[config.mk]
export PLATFORM = sky130hd
export DESIGN_NAME = ising_run_ctrl
export DESIGN_NICKNAME = d
export VERILOG_FILES = /design/src/rtl/ising_ctrl_pkg.sv /design/src/rtl/ising_run_ctrl_spin_sync.sv /design/src/rtl/ising_run_ctrl.sv
export SDC_FILE = /design/constraint.sdc
export NUM_CORES = 1
export LEC_CHECK = 0
export CAP_MARGIN = 20
export CORE_MARGIN = 3
export CORE_UTILIZATION = 57
export CTS_CLUSTER_DIAMETER = 150
export DETAILED_ROUTE_END_ITERATION = 12
export PLACE_DENSITY = 0.89
export SYNTH_ARGS = -nofsm -noshare
export SYNTH_HDL_FRONTEND = slang
export SYNTH_HIERARCHICAL = 1
export SYNTH_SLANG_ARGS = --single-unit
[constraint.sdc]
create_clock -name clk -period 3.9 [get_ports clk]
set_input_delay 0.585 -clock clk [delete_from_list [all_inputs] [get_ports clk]]
set_output_delay 0.585 -clock clk [all_outputs]
set_load 0.1 [all_outputs]
[src/rtl/ising_ctrl_pkg.sv]
// Shared types and constants for the Ising array run controller.
// Register map indices, CTRL bit positions and the run FSM state encoding.
package ising_ctrl_pkg;

  typedef enum logic [2:0] {
    IDLE,
    SETTLE,
    RUN,
    SYNC,
    DONE
  } state_e;

  localparam logic [1:0] REG_CTRL       = 2'd0;
  localparam logic [1:0] REG_STATUS     = 2'd1;
  localparam logic [1:0] REG_RUN_CYCLES = 2'd2;
  localparam logic [1:0] REG_RESULT     = 2'd3;

  localparam int CTRL_GO     = 0;
  localparam int CTRL_ABORT  = 1;
  localparam int CTRL_IRQ_EN = 2;

  localparam int SYNC_CYCLES = 2;

endpackage

[src/rtl/ising_run_ctrl_spin_sync.sv]
// Two-flop synchronizer bringing the asynchronous cell spin outputs
// into the controller clock domain.
module spin_sync #(
  parameter int W = 8
) (
  input  logic         clk,
  input  logic         rst,
  input  logic [W-1:0] d_i,
  output logic [W-1:0] q_o
);

  logic [W-1:0] meta_q;
  logic [W-1:0] sync_q;

  always_ff @(posedge clk) begin
    if (rst) begin
      meta_q <= '0;
      sync_q <= '0;
    end else begin
      meta_q <= d_i;
      sync_q <= meta_q;
    end
  end

  assign q_o = sync_q;

endmodule

[src/rtl/ising_run_ctrl.sv]
// Anneal run sequencer for the coupled-cell Ising array: settle, run, sync, capture.
// Optional `ISING_CTRL_IRQ_EN adds an irq output and CTRL IRQ_ENABLE bit.
module ising_run_ctrl
  import ising_ctrl_pkg::*;
#(
  parameter int NUM_SPINS     = 8,
  parameter int SETTLE_CYCLES = 4
) (
  input  logic                 clk,
  input  logic                 rst,
  input  logic                 wready,
  input  logic [3:0]           waddr,
  input  logic [31:0]          wdata,
  input  logic [3:0]           raddr,
  output logic [31:0]          rdata,
  input  logic [NUM_SPINS-1:0] spins_in,
  output logic                 ising_rstn,
  output logic                 start,
  output logic                 busy,
  output logic                 done
`ifdef ISING_CTRL_IRQ_EN
  ,
  output logic                 irq
`endif
);

  state_e                state_q, state_d;
  logic [31:0]           cnt_q, cnt_d;
  logic [31:0]           run_cycles_q;
  logic [31:0]           run_load;
  logic [NUM_SPINS-1:0]  result_q;
  logic [NUM_SPINS-1:0]  spins_sync;
  logic                  rstn_q, start_q, busy_q, done_q;
  logic                  irq_en_q;
  logic                  wr_ctrl, wr_run, go, abort, capture;
  logic                  unused_addr;

  assign unused_addr = ^{waddr[1:0], raddr[1:0]};

  spin_sync #(.W(NUM_SPINS)) u_sync (
    .clk (clk),
    .rst (rst),
    .d_i (spins_in),
    .q_o (spins_sync)
  );

  assign wr_ctrl  = wready && (waddr[3:2] == REG_CTRL);
  assign wr_run   = wready && (waddr[3:2] == REG_RUN_CYCLES);
  assign go       = wr_ctrl && wdata[CTRL_GO];
  assign abort    = wr_ctrl && wdata[CTRL_ABORT];
  assign run_load = (run_cycles_q == '0) ? 32'd1 : run_cycles_q;

  always_comb begin
    state_d = state_q;
    cnt_d   = cnt_q;
    capture = 1'b0;
    if (abort) begin
      state_d = IDLE;
    end else begin
      unique case (state_q)
        IDLE, DONE: begin
          if (go) begin
            state_d = SETTLE;
            cnt_d   = 32'(SETTLE_CYCLES);
          end
        end
        SETTLE: begin
          if (cnt_q == 32'd1) begin
            state_d = RUN;
            cnt_d   = run_load;
          end else begin
            cnt_d = cnt_q - 32'd1;
          end
        end
        RUN: begin
          if (cnt_q == 32'd1) begin
            state_d = SYNC;
            cnt_d   = 32'(SYNC_CYCLES);
          end else begin
            cnt_d = cnt_q - 32'd1;
          end
        end
        SYNC: begin
          if (cnt_q == 32'd1) begin
            state_d = DONE;
            capture = 1'b1;
          end else begin
            cnt_d = cnt_q - 32'd1;
          end
        end
        default: state_d = IDLE;
      endcase
    end
  end

  // Outputs are registered from the next state so they change with it.
  always_ff @(posedge clk) begin
    if (rst) begin
      state_q      <= IDLE;
      cnt_q        <= '0;
      run_cycles_q <= '0;
      result_q     <= '0;
      rstn_q       <= 1'b0;
      start_q      <= 1'b0;
      busy_q       <= 1'b0;
      done_q       <= 1'b0;
      irq_en_q     <= 1'b0;
    end else begin
      state_q <= state_d;
      cnt_q   <= cnt_d;
      rstn_q  <= state_d inside {SETTLE, RUN, SYNC};
      busy_q  <= state_d inside {SETTLE, RUN, SYNC};
      start_q <= state_d inside {RUN, SYNC};
      done_q  <= (state_d == DONE);
      if (wr_run) run_cycles_q <= wdata;
      if (capture) result_q <= spins_sync;
`ifdef ISING_CTRL_IRQ_EN
      if (wr_ctrl) irq_en_q <= wdata[CTRL_IRQ_EN];
`endif
    end
  end

`ifdef ISING_CTRL_IRQ_EN
  logic irq_q;

  always_ff @(posedge clk) begin
    if (rst) irq_q <= 1'b0;
    else     irq_q <= capture && !abort && irq_en_q;
  end

  assign irq = irq_q;
`endif

  always_comb begin
    rdata = '0;
    unique case (raddr[3:2])
      REG_CTRL:       rdata[CTRL_IRQ_EN] = irq_en_q;
      REG_STATUS:     rdata[1:0] = {done_q, busy_q};
      REG_RUN_CYCLES: rdata = run_cycles_q;
      REG_RESULT:     rdata[NUM_SPINS-1:0] = result_q;
      default:        rdata = '0;
    endcase
  end

  assign ising_rstn = rstn_q;
  assign start      = start_q;
  assign busy       = busy_q;
  assign done       = done_q;

endmodule

==> results of run 1 <==
==> state kept, by name, indices dropped and copies added (netlist names) <==
signal,flops
state_q,3
u_sync/q_o,8
result_q,8
start,1
busy,1
u_sync/meta_q,8
done,1
cnt_q,32
run_cycles_q,32
==> how the worst max path moves through the flow <==
stage,startpoint,endpoint,cells past startpoint
floorplan,raddr[2],rdata[2],3
global placement,wready,cnt_q[31],7
detailed placement,wready,cnt_q[31],7
CTS,cnt_q[12],result_q[5],6
global route,cnt_q[4],result_q[5],6
finish,cnt_q[4],result_q[5],6
==> report_power, final <==
part,leakage (nW),internal (mW),switching (mW)
clock,0.0985,0.254,0.386
combinational,1.45,0.205,0.303
sequential,0.764,0.992,0.0374
==> layer usage <==
layer  GRT usage (%)  up-vias  wire length (um)
li1                -     2221                 -
met1            37.9     2282              5490
met2            48.8      265              7170
met3            5.46       45              1400
met4            10.3        0               397
met5               0        -                 0
==> stage by stage <==
stage | std cells | hold slack, ns | worst slack [ns]
after floorplan | 584 | 0.415 | 0.909
after global placement | 742 | 0.416 | 0.826
after detailed placement | 742 | 0.421 | 0.790
after CTS | 758 | 0.449 | 0.813
after global routing | 759 | 0.468 | 0.548
final | 759 | 0.446 | 0.680
==> synthesized netlist by cell type (all sizes together), types with 6 or more instances <==
library cell	count
and2b	6
nor2b	19
nor3	22
a22oi	7
nand3	22
nand4	7
nor2	37
nor4	22
a21oi	48
nand2	95
dfxtp	94
buf	13
and2	25
mux2i	16
inv	12
o21ai	21
clkbuf	28
==> worst max-delay path: stages (launching register included) <==
cell and delay (ns):
dfxtp_1 0.40, nor4_4 0.49, nand4_2 0.31, or4b_1 0.78
nor4b_4 0.77, mux2i_1 0.28, nor2_1 0.06
==> final cells by class <==
type,instances,area (sq um)
clock buffer,9,124
clock inverter,7,75.1
fill,546,1830
inverter,12,45.0
multi-input combinational,437,2650
sequential,94,1880
tap,102,128
timing repair buffer,98,1200
==> logic make-up after synthesis <==
family | after synthesis | share of synthesized area (%)
simple gates | 282 | 32.3
compound gates | 126 | 17.2
flops | 94 | 39.5
buf+inv | 53 | 4.98
mux | 18 | 3.83
xor+xnor | 9 | 1.65
fa+ha+maj | 2 | 0.525
==> results.json, run 1 <==
{
  "synth_top_area_share_pct": 39.5,
  "first_pass_iters": 6,
  "final_common_cell": "nand2_1",
  "max_cap_viol_count": 0,
  "grt_pass1_wl_mm": 22.7,
  "start_kind": "flop",
  "mostFrequentLayoutCells": "nand2_1 (95), dfxtp_1 (94), clkdlybuf4s50_1 (49)",
  "grt_pass1_vias": 4686,
  "synth-async-reset-ratio_pct": 0,
  "powerDensity_nw_per_um2": 357,
  "finish.utilization_pct": 77.0,
  "syn-instance-count": 584,
  "yosys-top-cells-area": "dfxtp_1 (39%), nand2_1 (7.5%), a21oi_1 (5.0%)",
  "r2r-end": "result_q[5]",
  "worstPathMaxFanout": 8,
  "p_total_mw": 2.18,
  "place_hpwl_mm": 10.3,
  "synth_enable_flop_cells": 0,
  "fin_crit_ns": 3.22,
  "cts.sinks": 94,
  "hold_depth": 1,
  "finalSetupViolCount": 0,
  "initial_core_util_pct": 60.2,
  "final_area_sq_um": 6100,
  "fin_setup_tns_ns": 0,
  "htreeDepth": 3,
  "placed_cell_area_sq_um": 5880,
  "synth_area_leader_cell": "dfxtp_1",
  "fmax_ghz": 0.311,
  "die_area_sq_um": 9500,
  "r2r_setup_slack_ns": 0.68,
  "synth.net_count": 637,
  "final_antenna_net_count": 0,
  "drive_gt1_share_pct": 14.0,
  "avgSynthCellArea_sq_um": 8.17,
  "leakage_nw": 2.31,
  "critical_path_arrival_ns": 3.46,
  "num_antenna_cells": 0,
  "synth_seq_cells": 94,
  "critPathKind": "reg2reg",
  "grt_max_degree": 69,
  "fin_nets": 705,
  "required_ns": 4.14,
  "clk-insertion-delay-late_ns": 0.37,
  "grt_overflow": 0,
  "drt_iter0_markers": 575,
  "reg2regPathDepth": 6,
  "rows": 32,
  "hold_viol": 0,
  "drt-wirelength-per-cell_um": 19.1,
  "end_kind": "flop",
  "core_area_sq_um": 7930,
  "cts_root_buf": "clkbuf_8",
  "min_from": "u_sync/meta_q[3]",
  "cts_tree": "yes",
  "finalCritPeriodShare_pct": 82.6,
  "synthDistinctLibCells": 68,
  "port_buffers": 82,
  "antenna_found_initial": 0,
  "r2r_start": "cnt_q[4]",
  "wl_mm": 14.5,
  "numCtsBuffers": 9,
  "fin_skew_ns": 0.00914,
  "die_x_um": 97.5,
  "io_pins": 87,
  "avgViaCountPerCell": 6.34,
  "drc": 0,
  "ir_worst_vdd_mv": 0.257,
  "min_path_type": "reg2reg",
  "via_count": 4813,
  "ctsHoldBuffers": 0,
  "routabilityCongestion": 0.934,
  "outcome": "completed",
  "clk_path_buf_depth": 2,
  "relSlewSlack_pct": 34.7,
  "fp.dieH_um": 97.5,
  "area_growth_pct": 27.9,
  "worst_pin_slew_ns": 0.977,
  "rsz0062_at_grt": "false",
  "ys_warn_count": 6,
  "yosys_most_used_dff": "dfxtp_1",
  "cts.clk_slew.worst_paths_ns": 0.10,
  "drv_slew": 0,
  "postCtsSetupBuffers": 0,
  "yosysSeqAreaShare_pct": 39.5,
  "cts-resized-gates": 0,
  "synth_area_sq_um": 4770,
  "track_usage_pct": 29.3,
  "holdPathEnd": "u_sync/q_o[3]"
}
Note: power is estimated with default switching activity, not from simulation.
==> run 2, diff against run 1 <==
--- a/config.mk
+++ b/config.mk
@@ -7,10 +7,10 @@
 export LEC_CHECK = 0
 export CAP_MARGIN = 20
 export CORE_MARGIN = 3
-export CORE_UTILIZATION = 57
+export CORE_UTILIZATION = 48
 export CTS_CLUSTER_DIAMETER = 150
 export DETAILED_ROUTE_END_ITERATION = 12
-export PLACE_DENSITY = 0.89
+export PLACE_DENSITY = 0.8
 export SYNTH_ARGS = -nofsm -noshare
 export SYNTH_HDL_FRONTEND = slang
 export SYNTH_HIERARCHICAL = 1
==> constraint.sdc (replaced) <==
create_clock -name clk -period 2.7 [get_ports clk]
set_input_delay 0.405 -clock clk [delete_from_list [all_inputs] [get_ports clk]]
set_output_delay 0.405 -clock clk [all_outputs]
set_load 0.1 [all_outputs]
==> results.json, run 2 (synthesized netlist as in run 1, its figures left out) <==
{
  "cts_root_buf": "clkbuf_8",
  "fillers": 743,
  "min_path_type": "reg2reg",
  "drc": 0,
  "drt-wirelength-per-cell_um": 17.9,
  "critPathKind": "reg2reg",
  "drive_gt1_share_pct": 19.0,
  "fin_nets": 739,
  "worstPathMaxFanout": 8,
  "start_kind": "flop",
  "place_hpwl_mm": 10.6,
  "cts.clk_slew.worst_paths_ns": 0.10,
  "ir_worst_vdd_mv": 0.269,
  "grt_pass1_vias": 4846,
  "routabilityCongestion": 0.959,
  "area_growth_pct": 35.7,
  "leakage_nw": 2.51,
  "port_buffers": 82,
  "end_kind": "flop",
  "rsz0062_at_grt": "false",
  "via_count": 4879,
  "outcome": "completed",
  "wl_mm": 14.7,
  "top_regs": "cnt_q (32), run_cycles_q (32)",
  "antenna_found_initial": 0,
  "grt_pass1_wl_mm": 24.2,
  "num_antenna_cells": 0,
  "avgViaCountPerCell": 5.95,
  "fmax_ghz": 0.389,
  "worst_pin_slew_ns": 0.720,
  "swShare_pct": 31.9,
  "cts_tree": "yes",
  "die_area_sq_um": 11200,
  "power_switching_mw": 1.05,
  "fin_skew_ns": 0.0130,
  "clk-insertion-delay-late_ns": 0.38,
  "ctsHoldBuffers": 0,
  "fp.dieH_um": 106,
  "finalCritPeriodShare_pct": 95.2,
  "fin_crit_ns": 2.57,
  "combPwrFrac_pct": 24.1,
  "clk_path_buf_depth": 2,
  "final_common_cell": "nand2_1",
  "powerDensity_nw_per_um2": 507,
  "p_clk_share_pct": 30.7,
  "p_total_mw": 3.28,
  "critical_path_arrival_ns": 2.81,
  "postCtsSetupBuffers": 0,
  "final_antenna_net_count": 0,
  "io_pins": 87,
  "drt_iter0_markers": 494,
  "finish.utilization_pct": 68.4,
  "cts.sinks": 94,
  "die_x_um": 106,
  "rows": 35,
  "hold_viol": 0,
  "seq_power_share_pct": 45.3,
  "finalSetupViolCount": 0,
  "required_ns": 2.94,
  "core_area_sq_um": 9460,
  "initial_core_util_pct": 50.4,
  "cts-resized-gates": 0,
  "mostFrequentLayoutCells": "nand2_1 (95), dfxtp_1 (94), buf_4 (53)",
  "relSlewSlack_pct": 52.0,
  "first_pass_iters": 6,
  "numCtsBuffers": 9,
  "htreeDepth": 3,
  "intPower_mw": 2.23,
  "grt_max_degree": 69,
  "max_cap_viol_count": 0,
  "grt_overflow": 0,
  "drv_slew": 0,
  "track_usage_pct": 26.7
}
## run 2: cell count changes in the layout (fill, tap and decap cells not counted), moves of 2 or more
cell / before / now
buf_12: 26 / 33
clkdlybuf4s50_1: 49 / 45
clkinv_4: 1 / 3
buf_4: 21 / 53
## run 2: path summary, 6_finish.rpt
path | end | slack, ns | cells after the start | startpoint
worst max register to register | result_q[5] | 0.13 | 7 | cnt_q[19]
worst min register to register | u_sync/q_o[6] | 0.46 | 1 | u_sync/meta_q[6]
worst min-delay path | u_sync/q_o[6] | 0.46 | 1 | u_sync/meta_q[6]
worst max-delay path | result_q[5] | 0.13 | 7 | cnt_q[19]
## run 2: power by group through the flow
| stage | Sequential (mW) | Combinational [mW] | Clock [mW] |
|---|---|---|---|
| after floorplan | 1.50 | 0.480 | 0 |
| after global placement | 1.51 | 0.741 | 0 |
| after detailed placement | 1.51 | 0.764 | 0 |
| after CTS | 1.48 | 0.774 | 1.01 |
| after global routing | 1.49 | 0.851 | 1.07 |
| final | 1.48 | 0.789 | 1.01 |
## run 2: worst max-delay path, stage by stage (launching register included)
cell     delay (ns)
dfxtp_1        0.39
or4_4          0.56
nor3_4         0.15
or4b_4         0.55
nor4b_4        0.32
buf_12         0.18
mux2i_1        0.22
nor2_1         0.07
## run 2: area by class of cell
| cell class | count | area (sq um) | share of cell area [%] |
|---|---|---|---|
| Sequential cell | 94 | 1880 | 29.1 |
| Clock buffer | 9 | 124 | 1.91 |
| Multi-Input combinational cell | 437 | 2650 | 41.0 |
| Tap cell | 129 | 161 | 2.49 |
| Clock inverter | 7 | 90.1 | 1.39 |
| Timing Repair Buffer | 132 | 1510 | 23.4 |
| Inverter | 12 | 45.0 | 0.696 |
## run 2: routing by layer
layer  vias to the layer above  global-route usage, %  wire [um]
met3                        50                   5.14       1200
met1                      2269                   36.1       6190
met2                       264                   42.2       6790
met4                         0                   10.5        466
met5                         -                      0          0
li1                       2296                      -          -
## run 2: through the flow
stage	worst slack [ns]	instance area [sq um]	setup TNS, ns	hold WS, ns	instances
after floorplan	0.0692	4770	0	0.415	584
after global placement	0.0704	6250	0	0.417	804
after detailed placement	-0.0414	6250	-0.144	0.430	804
after CTS	0.0680	6470	0	0.455	820
after global routing	0.0536	6470	0	0.475	820
final	0.130	6470	0	0.456	820
==> run 3, diff against run 2 <==
--- a/config.mk
+++ b/config.mk
@@ -6,6 +6,7 @@
 export NUM_CORES = 1
 export LEC_CHECK = 0
 export CAP_MARGIN = 20
+export CORE_ASPECT_RATIO = 1.5
 export CORE_MARGIN = 3
 export CORE_UTILIZATION = 48
 export CTS_CLUSTER_DIAMETER = 150
==> results.json, run 3 (synthesized netlist as in run 1, its figures left out) <==
{
  "track_usage_pct": 28.0,
  "cpPeakStageDelay_ns": 0.58,
  "drt-wirelength-per-cell_um": 18.9,
  "num_antenna_cells": 0,
  "critPathKind": "reg2reg",
  "hold_viol": 0,
  "cp-startpoint": "cnt_q[18]",
  "outcome": "finished, violations left",
  "grt_pass1_vias": 4881,
  "via_count": 4977,
  "r2r_start": "cnt_q[18]",
  "start_kind": "flop",
  "p_total_mw": 3.45,
  "placed_cell_area_sq_um": 6290,
  "leakage_nw": 2.56,
  "rows": 43,
  "clk_path_buf_depth": 2,
  "path_cells": "or4_4, nor3_4, or4b_4, nor4b_4, buf_12, mux2i_1, nor2_1",
  "fin_setup_tns_ns": 0,
  "rsz0062_at_grt": "false",
  "whs_ns": 0.441,
  "final_common_cell": "nand2_1",
  "worst_slack_ns": 0.121,
  "violations": "design-rule violations",
  "final_antenna_net_count": 0,
  "min_from": "u_sync/meta_q[3]",
  "numCtsBuffers": 9,
  "cts_tree": "yes",
  "cp_slowest_cell": "or4_4",
  "port_buffers": 82,
  "core_area_sq_um": 9470,
  "routabilityCongestion": 0.912,
  "first_pass_iters": 9,
  "area_growth_pct": 37.5,
  "clk-insertion-delay-late_ns": 0.34,
  "drive_gt1_share_pct": 19.4,
  "end_kind": "flop",
  "place_inst": 793,
  "die_area_sq_um": 11200,
  "grt_max_degree": 69,
  "relSlewSlack_pct": 50.8,
  "avgViaCountPerCell": 6.16,
  "io_pins": 87,
  "drc": 2,
  "worst_pin_slew_ns": 0.737,
  "finalSetupViolCount": 0,
  "max_cap_viol_count": 0,
  "htreeDepth": 3,
  "cts.clk_slew.worst_paths_ns": 0.06,
  "fin_nets": 745,
  "mostFrequentLayoutCells": "nand2_1 (95), dfxtp_1 (94), buf_4 (58)",
  "fin_skew_ns": 0.0122,
  "place_hpwl_mm": 11.2,
  "final_area_sq_um": 6560,
  "ir_worst_vdd_mv": 0.416,
  "grt_overflow": 0,
  "initial_core_util_pct": 50.4,
  "powerDensity_nw_per_um2": 526,
  "cts.sinks": 94,
  "min_path_type": "reg2reg",
  "finish.utilization_pct": 69.2,
  "die_x_um": 87.4,
  "critical_path_arrival_ns": 2.77,
  "wl_mm": 15.3,
  "drv_slew": 0,
  "cts_root_buf": "clkbuf_16",
  "postCtsSetupBuffers": 0,
  "dp_slack_ns": 0.0193,
  "grt_pass1_wl_mm": 24.4,
  "required_ns": 2.89,
  "drt_iter0_markers": 451,
  "finalCritPeriodShare_pct": 95.5,
  "worstPathMaxFanout": 8,
  "layout.cells.non_filler": 808,
  "fmax_ghz": 0.388,
  "fp.dieH_um": 128,
  "antenna_found_initial": 0,
  "fin_crit_ns": 2.58,
  "top_regs": "cnt_q (32), run_cycles_q (32)"
}
run 3: cell types whose count changed in the layout (fill, tap and decap cells not counted), sizes merged:
cell / before / now
buf: 87 / 93
bufinv: 1 / 0
clkbuf: 9 / 10
clkinv: 3 / 2
clkinvlp: 0 / 1
inv: 15 / 14
run 3: worst paths after layout:
kind                                       to  cells after the start  slack, ns
worst max-delay path              result_q[5]                      7       0.12
worst min-delay path            u_sync/q_o[3]                      1       0.44
worst max register to register    result_q[5]                      7       0.12
worst min register to register  u_sync/q_o[3]                      1       0.44
run 3: power breakdown:
part           switching (mW)  internal [mW]  total [mW]  leakage [nW]
combinational           0.440          0.352       0.792          1.67
clock                   0.543          0.623        1.17         0.129
sequential             0.0542           1.43        1.49         0.764
total                    1.04           2.41        3.45          2.56
run 3: final cells by class:
class	instances	area [sq um]
clock buffers	10	229
clock inverters	5	35.0
fillers	732	2910
repair buffers	138	1570
flip-flops and latches	94	1880
well taps	112	140
multi-input cells	437	2650
inverters	12	45.0
run 3: routing by layer:
metal  part of all wire [%]  track usage, %  vias up
met5                      0               0        -
met4                    6.2            16.9        0
met3                    6.3            4.76       64
met2                     52            48.8      234
met1                     36            30.9     2373
li1                       -               -     2306
run 3: worst max-delay path: cells and delay by family (launching register included):
kind                   cells  cell delay, ns
AND/OR/NAND/NOR            5            1.69
multiplexers               1            0.19
buffers and inverters      1            0.18
flip-flops                 1            0.37
run 3: what timing repair did:
item | 4_1_cts | 5_1_grt
hold buffers | 0 | 0
resized for setup | 0 | 1
endpoints found under the setup margin | 0 | 6
